==> src/rtl/calc_pkg.sv <==
// Shared constants and types for the calculator execution stage.
package calc_pkg;

    // The multiply/divide datapath runs one iteration per operand bit.
    localparam int ITER = 16;

    // Operator codes as delivered by the command decoder.
    localparam logic [4:0] OP_ADD = 5'd0;
    localparam logic [4:0] OP_SUB = 5'd1;
    localparam logic [4:0] OP_MUL = 5'd2;
    localparam logic [4:0] OP_DIV = 5'd3;
    localparam logic [4:0] OP_MOD = 5'd4;

    // Operand type codes.
    localparam logic [3:0] DT_UNSIGNED = 4'h0;
    localparam logic [3:0] DT_SIGNED   = 4'h1;

    // Iterative datapath mode select.
    localparam logic MD_MUL = 1'b0;
    localparam logic MD_DIV = 1'b1;

    typedef enum logic [2:0] {
        S_IDLE,
        S_MUL,
        S_DIV,
        S_FIX,
        S_OUT
    } state_t;

endpackage

==> src/rtl/calc_muldiv.sv <==
// Iterative unsigned multiplier / restoring divider working on operand
// magnitudes. Loaded by i_start, advanced once per cycle by i_step; the
// caller owns the iteration counter and o_last flags its final value.
module calc_muldiv
    import calc_pkg::*;
#(
    parameter int WIDTH = ITER
) (
    input  logic                       clk,
    input  logic                       rst,
    input  logic                       i_start,
    input  logic                       i_mode,
    input  logic [WIDTH-1:0]           i_a,
    input  logic [WIDTH-1:0]           i_b,
    input  logic                       i_step,
    input  logic [$clog2(WIDTH)-1:0]   i_cnt,
    output logic                       o_last,
    output logic [2*WIDTH-1:0]         o_prod,
    output logic [WIDTH-1:0]           o_quot,
    output logic [WIDTH-1:0]           o_rem
);

    localparam int CW = $clog2(WIDTH);

    logic                 r_mode;
    logic [WIDTH-1:0]     r_b;
    logic [2*WIDTH-1:0]   r_prod;   // {partial sum, remaining multiplier bits}
    logic [WIDTH-1:0]     r_quot;   // dividend shifts out the top, quotient in the bottom
    logic [WIDTH-1:0]     r_rem;

    logic [WIDTH:0]       w_add;
    logic [2*WIDTH-1:0]   w_prod_next;
    logic [WIDTH:0]       w_shift;
    logic [WIDTH+1:0]     w_diff;
    logic                 w_fits;
    logic [WIDTH-1:0]     w_rem_next;
    logic [WIDTH-1:0]     w_quot_next;

    // One shift-add step and one restoring-divide step, both computed every cycle.
    always_comb begin
        w_add       = {1'b0, r_prod[2*WIDTH-1:WIDTH]} + (r_prod[0] ? {1'b0, r_b} : '0);
        w_prod_next = {w_add, r_prod[WIDTH-1:1]};
        w_shift     = {r_rem, r_quot[WIDTH-1]};
        w_diff      = {1'b0, w_shift} - {2'b00, r_b};
        w_fits      = ~w_diff[WIDTH+1];
        // Either branch is below the divisor, so it fits in WIDTH bits.
        w_rem_next  = w_fits ? w_diff[WIDTH-1:0] : w_shift[WIDTH-1:0];
        w_quot_next = {r_quot[WIDTH-2:0], w_fits};
    end

    // Operand load on start, then one iteration per step.
    always_ff @(posedge clk) begin
        if (rst) begin
            r_mode <= MD_MUL;
            r_b    <= '0;
            r_prod <= '0;
            r_quot <= '0;
            r_rem  <= '0;
        end else if (i_start) begin
            r_mode <= i_mode;
            r_b    <= i_b;
            r_prod <= {{WIDTH{1'b0}}, i_a};
            r_quot <= i_a;
            r_rem  <= '0;
        end else if (i_step) begin
            if (r_mode == MD_MUL) begin
                r_prod <= w_prod_next;
            end else begin
                r_quot <= w_quot_next;
                r_rem  <= w_rem_next;
            end
        end
    end

    assign o_last = i_step && (i_cnt == CW'(WIDTH - 1));
    assign o_prod = r_prod;
    assign o_quot = r_quot;
    assign o_rem  = r_rem;

endmodule

==> src/rtl/calc_core.sv <==
// Calculator execution stage: accepts one decoded command per done strobe,
// computes ADD/SUB directly and MUL/DIV/MOD on magnitudes through the
// iterative datapath, then applies the sign and emits a one-cycle result.
module calc_core
    import calc_pkg::*;
#(
    parameter int WIDTH = ITER
) (
    input  logic                 clk,
    input  logic                 rst,
    input  logic [3:0]           dtype,
    input  logic [4:0]           op,
    input  logic [WIDTH-1:0]     src1,
    input  logic [WIDTH-1:0]     src2,
    input  logic                 done,
    output logic [2*WIDTH-1:0]   result,
    output logic                 res_valid,
    output logic                 err,
    output logic                 busy
);

    localparam int CW = $clog2(WIDTH);

    state_t               r_state;
    state_t               w_state_next;
    logic [CW-1:0]        r_cnt;
    logic [4:0]           r_op;
    logic                 r_neg;
    logic [2*WIDTH-1:0]   r_result;
    logic                 r_res_valid;
    logic                 r_err;
    logic                 r_busy;

    logic                 w_signed;
    logic                 w_neg1;
    logic                 w_neg2;
    logic [WIDTH-1:0]     w_mag1;
    logic [WIDTH-1:0]     w_mag2;
    logic [2*WIDTH-1:0]   w_ext1;
    logic [2*WIDTH-1:0]   w_ext2;
    logic                 w_res_neg;
    logic                 w_is_divmod;
    logic                 w_cmd_err;
    logic                 w_accept;
    logic                 w_start;
    logic                 w_step;
    logic                 w_last;
    logic [2*WIDTH-1:0]   w_prod;
    logic [WIDTH-1:0]     w_quot;
    logic [WIDTH-1:0]     w_rem;
    logic [2*WIDTH-1:0]   w_mag_res;

    // Command decode: extension, magnitudes, result sign and error detection.
    always_comb begin
        w_signed    = (dtype == DT_SIGNED);
        w_neg1      = w_signed && src1[WIDTH-1];
        w_neg2      = w_signed && src2[WIDTH-1];
        // Two's complement negation of the most negative value yields its
        // correct unsigned magnitude, so no special case is needed.
        w_mag1      = w_neg1 ? -src1 : src1;
        w_mag2      = w_neg2 ? -src2 : src2;
        w_ext1      = {{WIDTH{w_neg1}}, src1};
        w_ext2      = {{WIDTH{w_neg2}}, src2};
        w_res_neg   = (op == OP_MOD) ? w_neg1 : (w_neg1 ^ w_neg2);
        w_is_divmod = (op == OP_DIV) || (op == OP_MOD);
        w_cmd_err   = ((dtype != DT_UNSIGNED) && (dtype != DT_SIGNED))
                   || (op > OP_MOD)
                   || (w_is_divmod && (src2 == '0));
        w_accept    = (r_state == S_IDLE) && done;
        w_start     = w_accept && !w_cmd_err && ((op == OP_MUL) || w_is_divmod);
        w_step      = (r_state == S_MUL) || (r_state == S_DIV);
    end

    calc_muldiv #(
        .WIDTH (WIDTH)
    ) u_muldiv (
        .clk     (clk),
        .rst     (rst),
        .i_start (w_start),
        .i_mode  ((op == OP_MUL) ? MD_MUL : MD_DIV),
        .i_a     (w_mag1),
        .i_b     (w_mag2),
        .i_step  (w_step),
        .i_cnt   (r_cnt),
        .o_last  (w_last),
        .o_prod  (w_prod),
        .o_quot  (w_quot),
        .o_rem   (w_rem)
    );

    // Unsigned magnitude of the iterative result, selected by captured op.
    always_comb begin
        w_mag_res = w_prod;
        if (r_op == OP_DIV) begin
            w_mag_res = {{WIDTH{1'b0}}, w_quot};
        end else if (r_op == OP_MOD) begin
            w_mag_res = {{WIDTH{1'b0}}, w_rem};
        end
    end

    // FSM state register.
    always_ff @(posedge clk) begin
        if (rst) begin
            r_state <= S_IDLE;
        end else begin
            r_state <= w_state_next;
        end
    end

    // FSM next-state logic; done outside IDLE is simply ignored.
    always_comb begin
        w_state_next = r_state;
        case (r_state)
            S_IDLE: begin
                if (done) begin
                    if (w_cmd_err || (op == OP_ADD) || (op == OP_SUB)) begin
                        w_state_next = S_OUT;
                    end else if (op == OP_MUL) begin
                        w_state_next = S_MUL;
                    end else begin
                        w_state_next = S_DIV;
                    end
                end
            end
            S_MUL, S_DIV: begin
                if (w_last) begin
                    w_state_next = S_FIX;
                end
            end
            S_FIX:   w_state_next = S_OUT;
            S_OUT:   w_state_next = S_IDLE;
            default: w_state_next = S_IDLE;
        endcase
    end

    // Capture, iteration counting, sign fix-up and registered outputs.
    always_ff @(posedge clk) begin
        if (rst) begin
            r_cnt       <= '0;
            r_op        <= OP_ADD;
            r_neg       <= 1'b0;
            r_result    <= '0;
            r_res_valid <= 1'b0;
            r_err       <= 1'b0;
            r_busy      <= 1'b0;
        end else begin
            r_res_valid <= (w_state_next == S_OUT);
            r_busy      <= (w_state_next != S_IDLE);
            case (r_state)
                S_IDLE: begin
                    if (w_accept) begin
                        r_op  <= op;
                        r_neg <= w_res_neg;
                        r_err <= w_cmd_err;
                        r_cnt <= '0;
                        if (w_cmd_err) begin
                            r_result <= '0;
                        end else if (op == OP_ADD) begin
                            r_result <= w_ext1 + w_ext2;
                        end else if (op == OP_SUB) begin
                            r_result <= w_ext1 - w_ext2;
                        end
                    end
                end
                S_MUL, S_DIV: r_cnt <= r_cnt + 1'b1;
                S_FIX:        r_result <= r_neg ? -w_mag_res : w_mag_res;
                default:      ;
            endcase
        end
    end

    assign result    = r_result;
    assign res_valid = r_res_valid;
    assign err       = r_err;
    assign busy      = r_busy;

endmodule
==> config.mk <==
export PLATFORM = sky130hd
export DESIGN_NAME = calc_core
export DESIGN_NICKNAME = d
export VERILOG_FILES = /design/src/rtl/calc_pkg.sv /design/src/rtl/calc_muldiv.sv /design/src/rtl/calc_core.sv
export SDC_FILE = /design/constraint.sdc
export NUM_CORES = 1
export LEC_CHECK = 0
export ABC_AREA = 0
export CAP_MARGIN = 20
export CORE_MARGIN = 3
export CORE_UTILIZATION = 52
export CTS_BUF_LIST = sky130_fd_sc_hd__clkbuf_8
export DETAILED_ROUTE_END_ITERATION = 16
export PLACE_DENSITY_LB_ADDON = 0.15
export SLEW_MARGIN = 15
export SYNTH_ARGS = -nofsm -noshare
export SYNTH_HDL_FRONTEND = slang
export SYNTH_SLANG_ARGS = --single-unit
==> constraint.sdc <==
create_clock -name clk -period 7.76 [get_ports clk]
set_clock_uncertainty 0.2 [all_clocks]
set_input_delay 0.776 -clock clk [delete_from_list [all_inputs] [get_ports clk]]
set_output_delay 0.776 -clock clk [all_outputs]
set_load 0.1 [all_outputs]
==> results of run 1 <==
## through the flow
| step | area, um^2 | std cells | setup slack [ns] | util (%) |
|---|---|---|---|---|
| after detailed placement | 10500 | 1551 | 1.79 | 58.2 |
| after floorplan | 9600 | 1298 | 3.54 | - |
| after global routing | 11000 | 1585 | 2.43 | 60.8 |
| after CTS | 11000 | 1583 | 2.28 | 60.8 |
| after global placement | 10500 | 1551 | 2.03 | 58.2 |
| final | 11000 | 1585 | 2.68 | 60.8 |
## registers in the layout, summed over array words and instances, names as in the netlist
name	flops
u_muldiv.o_rem	16
result	32
busy	1
res_valid	1
r_cnt	4
r_neg	1
u_muldiv.o_prod	32
err	1
r_state	3
u_muldiv.r_mode	1
r_op	5
u_muldiv.r_b	16
u_muldiv.o_quot	16
## worst max-delay path, stage by stage
cell and delay, ns:
clkdlybuf4s50_1 0.54, nor4_1 0.61, nand2_1 0.40, o21ai_0 0.47
ha_1 0.33, a211oi_1 0.32, o21ai_0 0.22, a211o_1 0.32
nand3_1 0.09, a31o_2 0.16, and3_1 0.15, o31a_1 0.51
a211o_1 0.22, o31ai_1 0.06
## final cells by class
cell class,count,area (um^2)
clock buffer,17,234
clock inverter,15,221
fill,1712,7060
inverter,42,158
multi-input combinational,1059,6590
sequential,129,2580
tap,229,287
timing repair buffer,94,896
## cells by family after synthesis
logic type,count (synthesis)
and+or+nand+nor,531
AOI/OAI and AO/OA,373
DFF,129
buffers and inverters,110
xor gates and xnor gates,94
adders and majority gates,56
muxes,5
## report_power, final
part | switching [W] | total [W] | internal, W
Clock | 0.000313 | 0.000674 | 0.000361
Combinational | 0.000241 | 0.000359 | 0.000118
Sequential | 0.00000885 | 0.000684 | 0.000675
Total | 0.000563 | 0.00172 | 0.00115
## path summary, 6_finish.rpt
| check | startpoint | to | slack (ns) |
|---|---|---|---|
| max | op[2] | result[22] | 2.68 |
| min reg2reg | r_op[3] | r_op[3] | 0.27 |
| min | r_op[3] | r_op[3] | 0.27 |
| max reg2reg | r_op[1] | result[28] | 3.59 |
## placed cells by master (no fill, tap or decap), types with 12 or more instances in the layout
cell type and count:
xor2_1 35, ha_1 53, clkbuf_8 17, a21oi_1 95, and2_1 18, a221oi_1 29
inv_1 40, a211oi_1 45, o31ai_1 12, nand2b_1 13, a31oi_1 20, o21ai_0 66
clkdlybuf4s50_1 77, xnor2_1 59, nand3_1 40, nor3_1 44, nor2_1 182, or3_1 12
buf_4 16, a21o_1 17, nand2_1 154, dfxtp_1 129
## per-layer routing
layer	wire length (um)	vias to the layer above	part of all wire [%]	GRT usage [%]
met3	2290	61	7.4	6.03
met2	13700	388	44	45.5
met4	1190	0	3.8	11.6
met1	13800	4592	44	42.2
met5	0	-	0	0
li1	-	4761	-	-
==> parameters.txt, run 1 <==
Parameter                              Value

CTS
  H-tree depth ... 4
  # clock sinks ... 129
  Clock-pin transition on the worst setup and hold timing paths ... 0.08 ns
  Buffer type at the clock tree root ... clkbuf_8
  Post-CTS Repair Setup Buffers ... 0
  Number of buffers added by the clock tree synthesis step ... 17
  Maximum buffer depth of the clock tree ... 2
  TritonCTS clock tree ... yes
  Clock network latency to the later pin of the worst-skew pair ... 0.47 ns
  Hold buffers post-CTS ... 0
  Post-cts sizing count ... 0

Setup path
  CP startpoint kind ... input pin
  Kind of capture point of the worst setup path ... flop
  R2R depth ... 12
  Highest fanout seen on the critical path ... 15
  Worst Path Arrival ... 5.20 ns
  Setup CP Type ... input pin to flop
  Required arrival time at the worst endpoint ... 7.88 ns

Placed design
  # port buffers ... 78
  Final HPWL DP ... 23,200 um
  Final Wtd Congestion ... 0.948

Synth
  #FFs+latches synth ... 129
  Fraction of synthesized cell area in xor and xnor cells ... 8.58%
  Combinational family with the most area after synthesis ... compound AO/OA/AOI/OAI gates
  Area share of fa/ha/maj cells after synthesis ... 7.53%
  Compound-gate portion of the synthesized area ... 26.2%
  Syn Std Cell Area ... 9600 um^2
  Synth warnings ... 0
  Mapped Nets ... 1,398
  Post-synth top area share ... 26.9%
  Number of distinct standard cells referenced by the synthesized netlist ... 77
  Average footprint of a synthesized cell ... 7.40 um^2
  Post-synth top area cell ... dfxtp_1
  Share of synthesized registers carrying an async set or reset ... 0%
  EDFF count, synth ... 0
  Count leader, synth ... nor2_1
  Most numerous cell types in the synthesized netlist ... 183 x nor2_1, 154 x nand2_1, 129 x dfxtp_1, 95 x a21oi_1, 66 x o21ai_0
  Primary flip-flop cell chosen by synthesis mapping ... dfxtp_1
  Share of cell area taken by muxes after synthesis ... 0.521%
  Seq/Total Area, Yosys ... 26.9%
  Simple-Gate Fraction of Synth Area ... 25.8%
  Largest cells by area after synthesis ... dfxtp_1 27%, nor2_1 7.2%, ha_1 6.9%, nand2_1 6.0%, xnor2_1 5.4%
  Number of cells produced by synthesis ... 1,298

Power
  Maximum vdd ir drop ... 152 uV
  Power per cell area ... 157 nW/um^2
  Total chip power ... 0.00172 W
  Static leakage ... 4.16 nW

Die
  Io pins ... 79
  Floorplan Core Area ... 18,000 um^2
  Die boundary height ... 142 um
  Chip Width ... 142 um
  Area of the die ... 20,100 um^2
  Count of standard-cell rows ... 49
  Effective utilization at floorplan ... 53.3%

STA
  Highest Clock Rate ... 197 MHz
  Headroom to the max-slew limit ... 32.2%
  Minimum clock period after layout ... 5.08 ns
  Portion of the clock cycle consumed by the worst path in the final layout ... 65.5%
  Worst hold margin ... 0.272 ns
  Setup repair after global routing missed its margin ... no
  Endpoints failing setup ... 0
  Final total negative setup slack ... 0 ns
  Final hold violations ... 0
  Actual transition at the worst max-transition pin ... 1.00 ns
  Slew Viols, Final ... 0

Cells and area
  Layout area overhead ... 14.2%
  Diodes inserted ... 0
  Nets ... 1,443
  Layout cells sized above 1 ... 5.68%

Global route
  Global route total overflow ... 0
  Vias in the first global route ... 8,667
  Global-route wire length before repair ... 48,000 um
  Global routing usage summed across all routing layers ... 30.1%
  Antenna violations before repair ... 0
  Pin count of the biggest net entering global routing ... 55

Job
  Maximum Capacitance Violations ... 0

Run status
  Status ... complete, no violations

Drt
  Number of DRC markers in iteration 0 ... 910
  Antenna-violating nets left ... 0
  Via-to-Cell Ratio ... 6.18
  Average wire per cell in the routed design ... 19.5 um
  Count of vias placed by the detailed router ... 9,802
  DRC ... 0
  Number of search-and-repair iterations in the first detailed-routing pass ... 6
  Post-detailed-routing wire length ... 30,900 um

Worst hold path
  Min-Delay Path Class ... flop to flop
  Worst Hold Depth ... 2
(Power assumes the default switching activity.)
==> run 2: changes to the inputs <==
Clock period 7.76 ns to 4.9 ns, I/O delays scaled along.
==> run 2 against run 1 <==
Via count increased by 0.29%. Die area unchanged. First-iteration DRC count increased by 24%. Critical path depth unchanged. Cell count increased by 0.69%. Sequential cell count unchanged. Routed wire length increased by 0.11%. Register-to-register slack got worse by 2.5 ns. Clock-buffer cell count increased by 1. Power increased by 57%.
==> parameters.txt, run 2 (same netlist as run 1, synthesis figures left out) <==
Parameter                              Value

Run status
  Status ... complete, no violations

CTS
  Post-CTS Repair Setup Buffers ... 0 (unchanged)
  TritonCTS clock tree ... yes
  H-tree depth ... 4 (unchanged)
  Clock-pin transition on the worst setup and hold timing paths ... 0.07 ns (about the same)
  Post-cts sizing count ... 0 (unchanged)
  # clock sinks ... 129 (unchanged)
  Clock network latency to the later pin of the worst-skew pair ... 0.48 ns (about the same)
  Buffer type at the clock tree root ... clkbuf_8
  Maximum buffer depth of the clock tree ... 2 (unchanged)
  Number of buffers added by the clock tree synthesis step ... 17 (unchanged)
  Hold buffers post-CTS ... 0 (unchanged)

Setup path
  CP peak stage delay ... 0.57 ns (-0.04 ns)
  Cell with the most instances on the worst path ... and3_1
  Startpoint of the lowest-slack register-to-register path ... r_op[3]
  Kind of cell adding the most delay to the critical path ... simple AND/OR/NAND/NOR gates
  Master of the slowest instance on the critical path ... or4_1
  Critical Path Source ... src2[5]
  Highest fanout seen on the critical path ... 12 (-3)
  Crit path buf inv count ... 2 (+1)
  Terminus of the critical flop-to-flop path ... result[28]
  CP startpoint kind ... input pin
  R2R depth ... 14 (+2)
  Kind of capture point of the worst setup path ... flop
  List of cells traversed by the critical path ... clkdlybuf4s50_1 -> or4_1 -> nor4_1 -> nor4b_1 -> nor2_1 -> xor2_1 -> ha_1 -> and3_1 -> nand3_1 -> a31o_2 -> and3_1 -> o31a_1 -> buf_4 -> a211oi_1
  Worst Path Arrival ... 4.41 ns (-0.79 ns)
  Required arrival time at the worst endpoint ... 5.07 ns (-2.81 ns)
  Setup CP Type ... input pin to flop
  R2R setup slack ... 1.12 ns (-2.47 ns)

Cells and area
  Layout area overhead ... 15.0%
  Design Area, Final ... 11,000 um^2 (+0.64%)
  Fin cells ... 1,596 (+0.69%)
  Layout cells sized above 1 ... 6.44% (+0.76 points)
  Nets ... 1,455 (+0.83%)
  Diodes inserted ... 0 (unchanged)
  Post-route core utilization ... 61.2% (+0.39 points)
  Most frequent cells in the layout ... 182 x nor2_1, 154 x nand2_1, 129 x dfxtp_1
  Most common library cell in the layout ignoring fill and taps ... nor2_1

Job
  Maximum Capacitance Violations ... 0 (unchanged)

Global route
  Pin count of the biggest net entering global routing ... 64 (+16%)
  Vias in the first global route ... 8,853 (+2.1%)
  Global routing usage summed across all routing layers ... 30.6% (+0.54 points)
  Global-route wire length before repair ... 48,800 um (+1.7%)
  Global route total overflow ... 0 (unchanged)
  Antenna violations before repair ... 0 (unchanged)

STA
  Headroom to the max-slew limit ... 34.4% (+2.2 points)
  Final total negative setup slack ... 0 ns (unchanged)
  Final hold violations ... 0 (unchanged)
  Final WS setup ... 0.666 ns (-2.01 ns)
  Actual transition at the worst max-transition pin ... 0.981 ns (-0.0222 ns)
  Portion of the clock cycle consumed by the worst path in the final layout ... 86.4%
  Minimum clock period after layout ... 4.23 ns
  Setup repair after global routing missed its margin ... no
  Highest Clock Rate ... 236 MHz
  Endpoints failing setup ... 0 (unchanged)
  Slew Viols, Final ... 0 (unchanged)

Power
  Static leakage ... 4.20 nW (+1.0%)
  Power per cell area ... 244 nW/um^2 (+56%)
  Maximum vdd ir drop ... 274 uV (+81%)

Placed design
  # port buffers ... 78 (unchanged)
  Final HPWL DP ... 23,800 um (+2.6%)
  Final Wtd Congestion ... 1.00 (+5.5%)
  Placed Cells ... 1,564 (+0.84%)
  DP Area ... 10,600 um^2 (+0.93%)
  Worst-case setup slack after placement ... 0.232 ns (-1.56 ns)

Die
  Area of the die ... 20,100 um^2 (unchanged)
  Chip Width ... 142 um (unchanged)
  Count of standard-cell rows ... 49 (unchanged)
  Floorplan Core Area ... 18,000 um^2 (unchanged)
  Effective utilization at floorplan ... 53.3% (unchanged)
  Io pins ... 79 (unchanged)
  Die boundary height ... 142 um (unchanged)

Worst hold path
  Min-Delay Path Class ... flop to flop
  Source of the worst hold timing path ... r_op[2]
  Worst Hold Depth ... 2 (unchanged)
  Hold path endpoint ... r_op[2]

Drt
  Via-to-Cell Ratio ... 6.16 (-0.41%)
  Average wire per cell in the routed design ... 19.4 um (-0.58%)
  Post-detailed-routing wire length ... 31,000 um (+0.11%)
  DRC ... 0 (unchanged)
  Antenna-violating nets left ... 0 (unchanged)
  Count of vias placed by the detailed router ... 9,830 (+0.29%)
  Number of DRC markers in iteration 0 ... 1,129 (+24%)
  Number of search-and-repair iterations in the first detailed-routing pass ... 6 (unchanged)
[run 2: cell types whose count changed in the layout (fill, tap and decap cells not counted), sizes merged]
cell,delta
clkinvlp,+2
inv,-5
buf,+13
clkinv,+1
[run 2: final cells by class]
| cell class | instances | area (um^2) |
|---|---|---|
| inverter | 42 | 158 |
| tap | 229 | 287 |
| sequential | 129 | 2580 |
| clock inverter | 13 | 185 |
| timing repair buffer | 106 | 988 |
| clock buffer | 18 | 248 |
| multi-input combinational | 1059 | 6590 |
| fill | 1730 | 6990 |
[run 2: power breakdown]
group	total (W)	internal [W]	switching [W]	leakage, nW
logic	0.000574	0.000190	0.000384	2.94
clock network	0.00104	0.000566	0.000472	0.215
registers	0.00108	0.00107	0.0000149	1.05
[run 2: metal layers]
layer	up-vias	part of all wire, %	track usage (%)
li1	4784	-	-
met1	4543	45	43.8
met2	437	43	45.6
met3	66	8.5	6.07
met4	0	3.8	11.3
met5	-	0	0
[run 2: how the worst max path moves through the flow]
stage / end / slack (ns) / cells after the start
final: result[31] / 0.67 / 14
after global routing: result[19] / 0.34 / 15
after CTS: result[31] / 0.70 / 14
after detailed placement: result[31] / 0.23 / 14
after global placement: result[18] / 0.36 / 15
after floorplan: result[21] / 0.96 / 13
[run 2: worst reg2reg max path: cells and delay by family (launching register included)]
kind,cells,cell delay (ns)
adders and majority gates,1,0.13
and+or+nand+nor,5,1.70
DFF,1,0.32
AOI/OAI and AO/OA,4,0.77
buffers and inverters,4,0.59
[run 2: per-stage QoR]
stage | power (W) | hold WS (ns)
finish | 0.00270 | 0.275
global route | 0.00279 | 0.305
CTS | 0.00269 | 0.276
detailed placement | 0.00167 | 0.265
global placement | 0.00167 | 0.254
floorplan | 0.00150 | 0.240
